--- config.mk ---
export PLATFORM = sky130hd
export DESIGN_NAME = iob_dbus_split
export DESIGN_NICKNAME = d
export VERILOG_FILES = /design/src/rtl/iob_dbus_split.sv
export SDC_FILE = /design/constraint.sdc
export NUM_CORES = 1
export LEC_CHECK = 0
export CAP_MARGIN = 10
export CORE_AREA = 2 2 120 122
export DETAILED_ROUTE_END_ITERATION = 10
export DIE_AREA = 0 0 122 124
export HOLD_SLACK_MARGIN = 0.15
export PLACE_DENSITY_LB_ADDON = 0.1
export SYNTH_ARGS = -nofsm -noshare
export SYNTH_HDL_FRONTEND = slang
export SYNTH_SLANG_ARGS = --single-unit
--- constraint.sdc ---
create_clock -name clk_i -period 3.8 [get_ports clk_i]
set_input_delay 0.76 -clock clk_i [delete_from_list [all_inputs] [get_ports clk_i]]
set_output_delay 0.76 -clock clk_i [all_outputs]
set_load 0.1 [all_outputs]
--- src/rtl/iob_dbus_split.sv ---
// Address-decoding splitter for the CPU native data bus: routes each request to one
// slave by an address select field and returns reads from the slave that owns them.
module iob_dbus_split #(
  parameter int ADDR_W   = 32,
  parameter int DATA_W   = 32,
  parameter int N_SLAVES = 2,
  parameter int SEL_W    = 1,
  parameter int P_SEL    = ADDR_W - 2,
  localparam int WSTRB_W = DATA_W / 8,
  localparam int REQ_W   = 1 + ADDR_W + DATA_W + WSTRB_W,
  localparam int RESP_W  = DATA_W + 2
) (
  input  logic                       clk_i,
  input  logic                       rst_i,
  input  logic                       cke_i,
  input  logic [REQ_W-1:0]           m_req,
  output logic [RESP_W-1:0]          m_resp,
  output logic [N_SLAVES*REQ_W-1:0]  s_req,
  input  logic [N_SLAVES*RESP_W-1:0] s_resp,
  output logic                       pend_o,
  output logic                       err_o
);

  localparam int ADDR_LSB = DATA_W + WSTRB_W;
  localparam logic [SEL_W:0] N_SEL = (SEL_W + 1)'(N_SLAVES);

  logic              m_avalid;
  logic              is_read;
  logic [SEL_W-1:0]  sel;
  logic              mapped;
  logic              fwd_ok;
  logic              accept;

  logic              pend;
  logic [SEL_W-1:0]  pend_sel;
  logic              err_pend;
  logic              err;

  logic [N_SLAVES-1:0] s_ready;
  logic [N_SLAVES-1:0] s_rvalid;
  logic [DATA_W-1:0]   s_rdata [N_SLAVES];

  logic              sel_ready;
  logic              pend_rvalid;
  logic [DATA_W-1:0] pend_rdata;

  logic              m_ready;
  logic              m_rvalid;
  logic [DATA_W-1:0] m_rdata;

  assign m_avalid = m_req[REQ_W-1];
  assign is_read  = (m_req[WSTRB_W-1:0] == '0);
  assign sel      = m_req[ADDR_LSB+P_SEL -: SEL_W];
  assign mapped   = ({1'b0, sel} < N_SEL);
  assign fwd_ok   = !pend && !err_pend;
  assign accept   = m_avalid && m_ready;

  // Only the selected slave ever sees avalid; the payload is broadcast to all of them.
  for (genvar k = 0; k < N_SLAVES; k++) begin : g_slave
    assign s_ready[k]  = s_resp[k*RESP_W];
    assign s_rvalid[k] = s_resp[k*RESP_W+1];
    assign s_rdata[k]  = s_resp[k*RESP_W+2 +: DATA_W];
    assign s_req[k*REQ_W +: REQ_W] =
      {m_avalid && fwd_ok && (sel == SEL_W'(k)), m_req[REQ_W-2:0]};
  end

  always_comb begin
    sel_ready   = 1'b0;
    pend_rvalid = 1'b0;
    pend_rdata  = '0;
    for (int k = 0; k < N_SLAVES; k++) begin
      if (sel == SEL_W'(k)) begin
        sel_ready = s_ready[k];
      end
      if (pend_sel == SEL_W'(k)) begin
        pend_rvalid = s_rvalid[k];
        pend_rdata  = s_rdata[k];
      end
    end
  end

  // Unmapped requests are answered locally; pend/err_pend are mutually exclusive.
  always_comb begin
    m_ready  = m_avalid && fwd_ok && (mapped ? sel_ready : 1'b1);
    m_rvalid = 1'b0;
    m_rdata  = '0;
    if (pend) begin
      m_rvalid = pend_rvalid;
      m_rdata  = pend_rdata;
    end else if (err_pend) begin
      m_rvalid = 1'b1;
    end
  end

  always_ff @(posedge clk_i) begin
    if (rst_i) begin
      pend     <= 1'b0;
      pend_sel <= '0;
      err_pend <= 1'b0;
      err      <= 1'b0;
    end else if (cke_i) begin
      if (pend && pend_rvalid) begin
        pend <= 1'b0;
      end
      if (err_pend) begin
        err_pend <= 1'b0;
      end
      if (accept) begin
        if (!mapped) begin
          err <= 1'b1;
          if (is_read) begin
            err_pend <= 1'b1;
          end
        end else if (is_read) begin
          pend     <= 1'b1;
          pend_sel <= sel;
        end
      end
    end
  end

  assign m_resp = {m_rdata, m_rvalid, m_ready};
  assign pend_o = pend;
  assign err_o  = err;

endmodule
# Word-level counts from Yosys, hierarchy flattened

Index checks and enable logic that the tools add are counted.

Register bits after elaboration: 2
Input bits: 140
Output and inout port bits: 174
Logic and storage cells: 20

Muxes and demuxes: 8
Bitwise gates (word level): 1
Reductions and logical operators: 9

Operators with widths:

| cell                | number |
|---|---|
| 32-bit two-way mux  | 2 |
| 1-bit logical AND   | 6 |
| 1-bit two-way mux   | 6 |
| 4-bit zero test     | 1 |
| 3-bit AND reduction | 1 |
| 1-bit zero test     | 1 |
| 1-bit inverter      | 1 |

# Logic depth before layout (Yosys ltp)

Gate-level depths: netlist (run 1).

Depth in word-level cells: 5
Depth in mapped cells: 4

# Least setup slack after synthesis (run 1)

OpenSTA, ideal clock, no wires.

Kind: register to output
Start point: register pend, in the netlist pend_o
End point: output port m_resp[10]
Data arrival time: 2.657 ns
Required time: 3.040 ns
Setup slack: 0.383 ns
Stages on the path, launching flop included: 3
Path buffers: 1
Cells stage by stage: dfxtp_1 -> clkbuf_1 -> nor2b_1

Word-level cells in the longest chain between the ends: 1

Ends and longest elaborated chain:

| element                | RTL line | text |
|---|---|---|
| start, declared        | 34       | `logic pend;` |
| start signal, assigned | 97       | `pend <= 1'b0;` |
| start signal, assigned | 103      | `pend <= 1'b0;` |
| start signal, assigned | 115      | `pend <= 1'b1;` |
| 32-bit two-way mux     | 87       | `if (pend) begin` |
| end, declared          | 17       | `output logic [RESP_W-1:0] m_resp,` |

No other way between the ends.

# Final worst setup path (run 1)

Start point: input port m_req[66]
End point: output port m_resp[0]

Word-level cells in the longest chain between the ends: 2

Ends and longest elaborated chain:

| element           | RTL line | text |
|---|---|---|
| start, declared   | 16       | `input logic [REQ_W-1:0] m_req,` |
| 1-bit two-way mux | 72       | `if (sel == SEL_W'(k)) begin` |
| 1-bit logical AND | 84       | `m_ready = m_avalid && fwd_ok && (mapped ? sel_ready : 1'b1);` |

No other way between the ends.

==> impl_summary.md, run 1 <==
Outcome
The run finished with clean final reports.

Floorplan
From bottom edge to top edge, the die measures 124 um. The area of the core is 0.01372 sq mm. The die covers 0.01513 sq mm. The floorplan has 43 rows. Measured along the x axis, the die boundary spans 122 um.

During I/O placement, the number of pins put on the boundary was 314. The initial utilization of the core area, before any placement, comes to 12.69%.

Worst setup path
Of all nets on the critical path, the largest fanout is 6. In this design, the largest share of critical-path delay is due to buffers and inverters. The largest single stage delay on the critical path is 590 ps. For flop-to-flop paths, the worst setup slack is 2150 ps. The total buffers and inverters traversed by the critical path is 2.

Data on the critical path is required at its endpoint by 3040 ps. The count of cell instances traversed by the critical path is 4. The launching element type of the critical path is an input pin.

STA classifies the critical path endpoint as a primary output. The worst setup path is of the in -> out kind. On the critical path, the stage with the largest delay is an instance of sky130_fd_sc_hd__clkdlybuf4s50_1.

The worst register-to-register path has a depth of 3. Traced cell by cell, the critical path runs through clkdlybuf4s50_1 -> mux2i_1 -> nor2_1 -> buf_4. The worst register-to-register path ends at pend_sel$_SDFFE_PP0P_. For the worst setup path, the data arrival time is 1900 ps. The startpoint identified for the worst register-to-register timing path is pend_o$_SDFFE_PP0P_.

Synth
After synthesis, the mean cell area works out to 7.600 sq um. The count of cell types in the netlist is 14. By count the netlist is led by 139 x sky130_fd_sc_hd__buf_4, 35 x sky130_fd_sc_hd__mux2i_1, 33 x sky130_fd_sc_hd__nor2b_1. After synthesis the netlist holds a flip-flop and latch count of 2.

Yosys mapped a number of flops with a built-in enable equal to 0. Sequential elements use 2.301% of the synthesized area. The number of synthesis warnings is 0. When the netlist entered floorplanning its net count stood at 369. The share of async-settable or async-resettable flops after synthesis is 0%.

The most used flip-flop cell after synthesis is sky130_fd_sc_hd__dfxtp_1. The fraction of post-synthesis cell area in the top cell type by area is 59.96%. Summed over all instances, the cell type with the most area after synthesis is sky130_fd_sc_hd__buf_4. In the post-synthesis netlist, the biggest area contributors are sky130_fd_sc_hd__buf_4 60%, sky130_fd_sc_hd__mux2i_1 20%, sky130_fd_sc_hd__nor2b_1 12%, sky130_fd_sc_hd__dfxtp_1 2.3%, sky130_fd_sc_hd__nand2b_1 1.1%. The mapped netlist covers 0.001740 sq mm. Among all cell types in the netlist, the one instantiated most often is sky130_fd_sc_hd__buf_4. In the synthesized netlist, the number of instances is 229.

Detailed routing
The routed wire length is 4633 um. The final antenna-violating net count is 0. The DRC violation total after the first TritonRoute iteration is 11. The average wire per cell in the routed design is 11.82 um. The iteration count of the initial detailed-routing pass is 3. The ratio of routed vias to standard cells is 3.023. The remaining routing DRC violations is 0. The vias after detailed routing is 1185.

STA
Static timing analysis puts the maximum clock frequency at 376.5 MHz. Dividing the final minimum period by the clock period gives 69.90%. The final-report hold violation count is 0.

Setup repair after global routing left no endpoint under its margin. The worst slew margin relative to its limit is 48.94%. The clock tree skew after final layout is 0.9060 ps. After routing, the total negative slack on setup checks comes to 0 ps.

The number of max-slew violations in the final report is 0. The transition at the pin with the smallest max-transition slack is 764.9 ps. The final setup violation count is 0. The minimum clock period is 2656 ps.

Layout
Summing all non-filler instances in the final layout gives an area of 0.002105 sq mm. Fill cells in the final layout number 1577. The antenna diode count is 0. The area growth from synthesis to layout is 20.92%. The share of layout cells above drive strength 1 is 25.94%. The net count reported at finish is 354.

Pwr
Per report_power, the sequential group accounts for 6.1% of the total. The largest vdd supply drop is 0.0001009 V. The leakage component of the power is 0.7930 nW. In this run, the combinational gates consume 50.2% of the power. Net switching is 32.18% of the power. Cell internal power was estimated by the tool at 243.1 uW. The power density over the cells is 170.3 mW/mm^2.

The clock group share of total power is 43.7%. In this run the power spent charging and discharging nets is 115.3 uW.

Global routing
The initial antenna violation count was 0. The global-route wire length before repair is 6472 um. For this run the aggregate overflow at the end of global routing stands at 0.

The via count of the first global-routing pass is 1233. The global-route usage over all layers is 5.553%. The largest net degree at the start of global routing is 24.

Min path
The startpoint identified for the worst hold timing path is pend_sel$_SDFFE_PP0P_. The path class of the tightest hold or removal check is reg -> reg. For hold timing, the worst endpoint is pend_sel$_SDFFE_PP0P_. The cell depth of the worst hold path is 2.

Flow run
The number of violations of the max-capacitance limit is 0.

Clock network
The clock buffer count from CTS is 3. The total of hold buffers inserted after clock tree synthesis is 0. The clock tree from TritonCTS is done.

The clock slew seen by the registers of the worst setup and hold paths is 30 ps. After clock tree synthesis, the setup repair step added 0 buffers. In this run the deepest clock path goes through 2 buffers. The master cell of the clock root buffer is sky130_fd_sc_hd__clkbuf_16. Post-CTS repair changed the size of 0 cells. The later pin in the worst-skew pair is clocked with a latency of 220 ps. The number of levels the H-tree was split into is 1. The clock sink count is 2.

Placement
The placed cell area is 0.002029 sq mm. Routability-driven placement finished with a final weighted congestion of 0.6227. Input and output buffers added on the ports amount to 123.
## kinds of logic after synthesis
| group | count (synthesis) | share of synthesized area (%) |
|---|---|---|
| AOI/OAI and AO/OA | 2 | 0.5746 |
| buffers and inverters | 148 | 62.11 |
| DFF | 2 | 2.301 |
| muxes | 35 | 20.13 |
| other | 1 | 0.2155 |
| and+or+nand+nor | 41 | 14.67 |
## worst register-to-register path, cell delays in order, from the launching register on
cell and delay [ps]:
sky130_fd_sc_hd__dfxtp_1 550, sky130_fd_sc_hd__nand2b_1 320, sky130_fd_sc_hd__or4_4 540, sky130_fd_sc_hd__mux2i_1 130
## power by group through the flow
stage               clock, mW  combinational [mW]  sequential (mW)
global placement            0               0.181           0.0221
CTS                     0.160               0.182           0.0218
floorplan                   0               0.721           0.0221
global route            0.162               0.189           0.0218
detailed placement          0               0.181           0.0220
finish                  0.157               0.180           0.0217
## sequential cells by signal, indices dropped and copies added (netlist names)
signal,cells
pend_sel,1
pend_o,1
## how the worst max path moves through the flow
| stage | end | startpoint |
|---|---|---|
| global placement | m_resp[0] | m_req[66] |
| floorplan | m_resp[10] | pend_o$_SDFFE_PP0P_ |
| CTS | m_resp[2] | pend_o$_SDFFE_PP0P_ |
| detailed placement | m_resp[0] | m_req[66] |
| global route | m_resp[2] | pend_o$_SDFFE_PP0P_ |
| finish | m_resp[0] | m_req[66] |
## metal layers
layer	part of all wire (%)	up-vias	wire length, um	track usage, %
li1	-	546	-	-
met1	30	509	1373	4.856
met2	50	96	2294	10.16
met3	14	34	659	1.969
met4	6.6	0	306	4.670
met5	0	-	0	0
## layout by cell type, fill, tap and decap left out
master	count
sky130_fd_sc_hd__nor2_1	3
sky130_fd_sc_hd__clkdlybuf4s50_1	76
sky130_fd_sc_hd__buf_4	50
sky130_fd_sc_hd__clkbuf_16	3
sky130_fd_sc_hd__a21oi_1	1
sky130_fd_sc_hd__o21ai_0	1
sky130_fd_sc_hd__or4_1	1
sky130_fd_sc_hd__inv_1	2
sky130_fd_sc_hd__dfxtp_1	1
sky130_fd_sc_hd__mux2i_1	35
sky130_fd_sc_hd__or4_4	1
sky130_fd_sc_hd__dfxtp_2	1
sky130_fd_sc_hd__nor2b_1	33
sky130_fd_sc_hd__conb_1	1
sky130_fd_sc_hd__nand2b_1	3
## metrics by stage
step,power [mW],utilization [%],worst slack (ps),hold slack (ps),std cells
floorplan,0.7429,-,383.4,829.1,229
global placement,0.2033,14.79,1123,481.6,389
detailed placement,0.2035,14.79,1120,488.1,389
CTS,0.3642,15.34,1098,496.7,392
global route,0.3734,15.34,970.0,566.7,392
finish,0.3584,15.34,1144,489.3,392
## layout make-up
cell class	instances	area [sq um]	share of cell area (%)
tap	180	225.2	10.70
sequential	2	41.29	1.962
timing repair buffer	126	1136	53.98
clock buffer	3	75.07	3.567
multi-input combinational	79	619.3	29.43
inverter	2	7.507	0.3567
(Power assumes the default switching activity.)
==> inputs of run 2 (changes only) <==
CORE_AREA = 2 2 122 124   (was 2 2 120 122)
DIE_AREA = 0 0 124 126   (was 0 0 122 124)
clock period = 2.55 ns   (was 3.8 ns; I/O delays follow)
==> run 2 against run 1 <==
Compared with the run above: hold slack better by 270 ps; critical path depth stayed put; wire length is 5.7% higher; flip-flop and latch count stayed put; via count is 1.6% higher; largest power group unchanged; clock-buffer cell count stayed put; first-iteration DRC count is 36% lower; largest cell class unchanged.
==> impl_summary.md, run 2 (synthesis results as in run 1) <==
Worst setup path
The critical path in this run is classified as in -> out. For this run, the slowest stage of the critical path takes 560 ps. Counting buffers and inverters, the worst setup path is 4 cells deep. The critical path contains buffers and inverters numbering 2 combined. The largest fanout on the critical path is 4.

The signal on the critical path passes through clkdlybuf4s50_1 -> mux2i_1 -> nor2_1 -> buf_12. The cell family with the largest share of critical-path delay is buffers and inverters. The worst setup path is launched from an input pin. The cell count of the worst reg-to-reg path is 4. The worst setup path is captured at a primary output. The data arrival time of the critical path is 1590 ps. The critical-path cell with the highest stage delay is sky130_fd_sc_hd__clkdlybuf4s50_1.

For the worst setup path, the data required time is 2040 ps.

Detailed routing
For this run, design rule violations remaining after detail routing come to 0. Once detail routing completed, the nets flagged for antenna violations numbered 0. In this run, the number of DRC markers left after iteration 0 of detailed routing was 7. The routed layout has 1204 vias. The ratio of routed vias to standard cells is 3.002. The average wire per cell in the routed design is 12.21 um.

For this block, the routed nets add up to 4897 um of wire. The iteration count of the initial detailed-routing pass is 3.

Layout
The design area is 0.002960 sq mm. The count of cells in the finished layout, fillers not included, comes to 401. The net count of the finished layout is 359. In the final layout, the share of cells above drive strength 1 is 42.40%. The library cell used most frequently in the layout, excluding fill and tap cells, is sky130_fd_sc_hd__clkdlybuf4s50_1. From synthesis to final layout, the design area changed by 70.09%. In the layout the commonest cells are 76 x sky130_fd_sc_hd__clkdlybuf4s50_1, 47 x sky130_fd_sc_hd__buf_12, 35 x sky130_fd_sc_hd__mux2i_1. The antenna diode count is 0.

Clock network
The cell sitting at the root of the clock tree is a sky130_fd_sc_hd__clkbuf_16. The number of post-CTS setup repair buffers is 0. The later pin in the worst-skew pair is clocked with a latency of 220 ps. After clock tree synthesis, the clock-pin slew on the worst setup and hold paths is 30 ps. Once the clock tree was built, the resizer swapped 0 gates to a different size. CTS built an H-tree with a depth of 1. The total of hold buffers inserted after clock tree synthesis is 0. TritonCTS built the clock tree. CTS saw 2 sinks. The clock passes through at most 2 buffers. The number of clock buffers added by TritonCTS is 3.

Pwr
The largest vdd supply drop is 0.0001718 V. The leakage component of the power is 0.9679 nW. In this run the power density over the cells is 202.1 mW/mm^2.

Placement
The number of placed instances, taps included, is 398. The count of buffers added on input and output ports is 123. The total half-perimeter wirelength after legalization and detailed placement is 4130 um. The last weighted congestion value of the routability-driven placer is 0.6144. Summing all placed instances gives a cell area of 0.002885 sq mm.

STA
The maximum clock frequency is 475.1 MHz. Setup repair after global routing left no endpoint under its margin. The smallest clock period supported by the final layout is computed as 2105 ps. The number of max-slew violations in the final report is 0. The final setup violation count is 0. The final-report hold violation count was 0. The clock tree skew after final layout is 0.7878 ps. Hold is met by 761.6 ps. Dividing the final minimum period by the clock period gives 82.54%.

Floorplan
The number of top-level design ports is 314. The y dimension of the die is 126 um. The number of placement rows is 44. The die area is 0.01562 sq mm. The initial utilization of the core area, before any placement, comes to 12.16%. The total area inside the core boundary comes to 0.01431 sq mm. Measured along the x axis, the die boundary spans 124 um.

Global routing
The global-route wire length before repair is 6844 um. The overall overflow remaining after global route is 0. Entering global routing, the biggest net connects 21 pins. The global-route usage over all layers is 5.704%. The initial antenna violation count came to 0. The via count of the first global-routing pass is 1330.

Flow run
The tool flagged a number of max-cap violations equal to 0.

Min path
The cell depth of the worst hold path is 3. The worst min-delay path class is reg -> reg.

Outcome
The flow ran to the end, and the final reports show no timing, DRC or antenna violations.
## run 2: cell count changes in the layout (fill, tap and decap cells not counted), sizes merged
cell / previous run / this run
buf: 50 / 55
## run 2: layer usage
layer / global-route usage [%] / share of wire, % / wire, um
met5: 0 / 0 / 0
met2: 10.47 / 52 / 2534
met1: 4.559 / 28 / 1379
met4: 4.560 / 5.2 / 257
met3: 2.491 / 15 / 726
## run 2: power breakdown
| group | switching (mW) | internal [mW] |
|---|---|---|
| Combinational | 0.161 | 0.170 |
| Clock | 0.0359 | 0.200 |
| Sequential | 0.0000843 | 0.0317 |
## run 2: tightest hold or removal path, delay by kind of cell, from the launching register on
| kind | cells | cell delay, ps |
|---|---|---|
| flops | 1 | 300 |
| mux | 1 | 60 |
| buf+inv | 1 | 230 |
| simple gates | 1 | 120 |
## run 2: through the flow
stage	setup TNS (ps)	utilization, %	setup slack [ps]	total power, mW
4_1_cts	0	20.68	412.8	0.6068
6_report	0	20.68	445.2	0.5982
5_1_grt	0	20.68	363.5	0.6181
2_1_floorplan	-680.2	-	-244.3	1.123
3_5_place_dp	0	20.16	376.3	0.3662
3_3_place_gp	0	20.16	382.6	0.3669
## run 2: final cells by class
type / instances / area (sq um)
fillers: 1566 / 11350
repair buffers: 131 / 1762
multi-input cells: 79 / 844.6
well taps: 184 / 230.2
clock buffers: 3 / 75.07
flip-flops and latches: 2 / 41.29
inverters: 2 / 7.507
## run 2: final timing paths
path	startpoint	end	slack, ps
worst max-delay path	m_req[66]	m_resp[0]	450
worst min-delay path	pend_sel$_SDFFE_PP0P_	pend_sel$_SDFFE_PP0P_	760
worst max register to register	pend_o$_SDFFE_PP0P_	pend_sel$_SDFFE_PP0P_	1030
worst min register to register	pend_sel$_SDFFE_PP0P_	pend_sel$_SDFFE_PP0P_	760
==> inputs of run 3 (changes only) <==
clock period = 2.05 ns   (was 2.55 ns; I/O delays follow)
==> run 3 against run 2 <==
Compared with the run above: first-iteration DRC count is 14% lower; cell count is 0.50% higher; non-clock buffer count is 2 higher; critical endpoint unchanged; clock skew hardly changed; sequential share of layout area hardly changed; largest cell class unchanged; die area stayed put; flip-flop and latch count stayed put; wire length is 0.16% higher; clock-buffer cell count stayed put; critical path type unchanged.
==> impl_summary.md, run 3 (synthesis results as in run 1) <==
Detailed routing
The final antenna-violating net count is 0. The final route contains 1215 vias. After detailed routing, the number of remaining DRC violations is 0. The DRC violation total after the first TritonRoute iteration is 6. After detailed routing, the number of vias per cell comes to 3.015. The iteration count of the initial detailed-routing pass is 2.

The routed wire length is 4905 um. The average wire per cell in the routed design is 12.17 um.

Worst setup path
The highest cell delay on the worst timing path is 580 ps. STA classifies the critical path startpoint as an input pin. The worst register-to-register path ends at pend_sel$_SDFFE_PP0P_. The flop-to-flop setup slack is 660 ps. Traced cell by cell, the critical path runs through clkdlybuf4s50_1 -> mux2i_2 -> nor2_1 -> buf_12.

In this run the worst path has a maximum fanout of 4. Data on the critical path arrives at its endpoint at 1530 ps. The kind of end point of the critical path is a primary output. The startpoint identified for the worst register-to-register timing path is pend_o$_SDFFE_PP0P_.

The worst setup path category is in -> out. The critical-path cell with the highest stage delay is sky130_fd_sc_hd__clkdlybuf4s50_1. The cell count of the worst reg-to-reg path is 3. Data on the critical path is required at its endpoint by 1640 ps. Together, buffers and inverters on the worst path number 2. The kind of cell with the highest combined delay along the critical path is buffers and inverters.

Layout
The area occupied by registers is 42.54 sq um. From synthesis to final layout, the design area changed by 73.11%. The net count reported at finish is 361.

The most common cell after layout, fill and taps aside is sky130_fd_sc_hd__clkdlybuf4s50_1. The count of filler cells inserted in the layout is 1544. For this run, the number of standard cells in the final layout without fillers is 403. In the layout the commonest cells are 76 x sky130_fd_sc_hd__clkdlybuf4s50_1, 48 x sky130_fd_sc_hd__buf_12, 34 x sky130_fd_sc_hd__mux2i_1. The share of layout cells above drive strength 1 is 44.75%. In the final layout, the multi-input gates occupy 868.3 sq um.

The antenna diode count is 0. The final cell utilization of the core is 21.05%. After routing the design area is 0.003013 sq mm.

Placement
At the end of routability-driven placement, the weighted congestion stood at 0.6108. The pre-CTS worst setup slack is -30.13 ps. The total placed cells including tap cells is 400. The total half-perimeter wirelength after legalization and detailed placement is 4198 um. The count of buffers from port buffering is 123. The placed cell area is 0.002934 sq mm.

Clock network
The root buffer cell chosen for the clock tree is sky130_fd_sc_hd__clkbuf_16. TritonCTS built the clock tree. Clock tree synthesis inserted a total of 3 buffers. The clock latency of the later-clocked register in the worst-skew pair is 220 ps.

In this run, post-CTS hold repair placed 0 buffers. The number of post-CTS setup repair buffers is 0. After clock tree synthesis, the clock-pin slew on the worst setup and hold paths is 30 ps. The clock sink count is 2. In this run the number of H-tree levels came out at 1. The largest buffer count on any clock path is 2.

Floorplan
The total area inside the core boundary comes to 0.01431 sq mm. The y dimension of the die is 126 um. The initial utilization of the core area, before any placement, comes to 12.16%. The floorplan has 44 rows. The die covers 0.01562 sq mm. The number of top-level design ports is 314. The die outline width is 124 um.

Pwr
Combinational logic burns 55.5% of the power. The power share of the sequential group is 5.3%. The final total power is 752.8 uW.

The switching power share of the total is 33.06%. The largest vdd supply drop is 0.0002231 V. The clock group share of total power is 39.2%. In this run the static leakage power is 0.9794 nW. The internal power contribution is 504.0 uW. In this run the power spent charging and discharging nets is 248.9 uW. The power density over the cells is 249.9 mW/mm^2.

STA
The final-report hold violation count was 0. For this run, the top clock speed supported by timing is 515.1 MHz. Counting I/O delays and the setup requirement, the final critical path takes 1941 ps. The clock tree skew after final layout is 1.272 ps.

Setup violations remaining at the end of the flow were counted as 0. The final clock period utilization by the worst path is 94.70%. In the final timing run, aggregate negative setup slack is 0 ps. Setup repair after global routing left no endpoint under its margin. The final hold slack is 674.2 ps.

After layout, the worst setup slack is 108.6 ps. The number of max-slew violations in the final report was 0.

Global routing
The first global-routing pass estimated 7169 um of wire. Entering global routing, the biggest net connects 19 pins. The via count of the first global-routing pass is 1390. The overall overflow remaining after global route is 0. The initial antenna violation count came to 0. The global-route usage over all layers is 5.973%.

Outcome
The flow ran to the end, and the final reports show no timing, DRC or antenna violations.

Min path
The worst min-delay path class is reg -> reg. The startpoint of the tightest hold check path is pend_sel$_SDFFE_PP0P_. The cell depth of the worst hold path is 3.

For hold timing, the worst endpoint is pend_sel$_SDFFE_PP0P_.

Flow run
The number of violations of the max-capacitance limit is 0.
-- run 3: cell count changes in the layout (fill, tap and decap cells not counted) --
| cell | previous run | this run |
|---|---|---|
| sky130_fd_sc_hd__buf_12 | 47 | 48 |
| sky130_fd_sc_hd__nor2b_4 | 29 | 32 |
| sky130_fd_sc_hd__nor2_1 | 3 | 1 |
| sky130_fd_sc_hd__mux2i_2 | 0 | 1 |
| sky130_fd_sc_hd__buf_4 | 8 | 9 |
| sky130_fd_sc_hd__nor2_2 | 0 | 2 |
| sky130_fd_sc_hd__dfxtp_1 | 1 | 0 |
| sky130_fd_sc_hd__nor2b_2 | 3 | 0 |
| sky130_fd_sc_hd__mux2i_1 | 35 | 34 |
| sky130_fd_sc_hd__dfxtp_2 | 1 | 2 |
-- run 3: power by group through the flow --
| stage | clock network, mW | registers [mW] | logic, mW |
|---|---|---|---|
| 5_1_grt | 0.304 | 0.0398 | 0.439 |
| 4_1_cts | 0.300 | 0.0398 | 0.422 |
| 3_3_place_gp | 0 | 0.0403 | 0.421 |
| 6_report | 0.295 | 0.0398 | 0.418 |
| 3_5_place_dp | 0 | 0.0403 | 0.421 |
| 2_1_floorplan | 0 | 0.0410 | 1.36 |
-- run 3: worst reg2reg max path, cell delays in order (launching register included) --
cell and delay (ps):
sky130_fd_sc_hd__dfxtp_2 340, sky130_fd_sc_hd__nand2b_1 230, sky130_fd_sc_hd__or4_4 560, sky130_fd_sc_hd__mux2i_1 140
-- run 3: worst max-delay path by stage --
stage                             start               endpoint  depth (start not counted)
finish                        m_req[66]              m_resp[0]                          4
detailed placement             m_req[1]  pend_sel$_SDFFE_PP0P_                          4
global route                  m_req[66]              m_resp[0]                          4
floorplan           pend_o$_SDFFE_PP0P_             m_resp[10]                          2
CTS                           m_req[66]              m_resp[0]                          4
global placement               m_req[1]  pend_sel$_SDFFE_PP0P_                          4
-- run 3: per-layer routing --
layer | part of all wire, % | track usage, % | vias to the layer above
li1 | - | - | 558
met3 | 15 | 2.310 | 42
met2 | 47 | 10.31 | 87
met4 | 5.8 | 4.494 | 0
met1 | 32 | 5.624 | 528
met5 | 0 | 0 | -
-- run 3: layout make-up --
class                      instances  share of cell area, %
timing repair buffer             133                  59.39
multi-input combinational         79                  28.82
tap                              184                  7.641
clock buffer                       3                  2.492
sequential                         2                  1.412
inverter                           2                 0.2492
-- run 3: what timing repair did --
item,CTS,global route
gates resized for setup,0,1
endpoints found under the setup margin,0,1
hold endpoints to repair,0,0
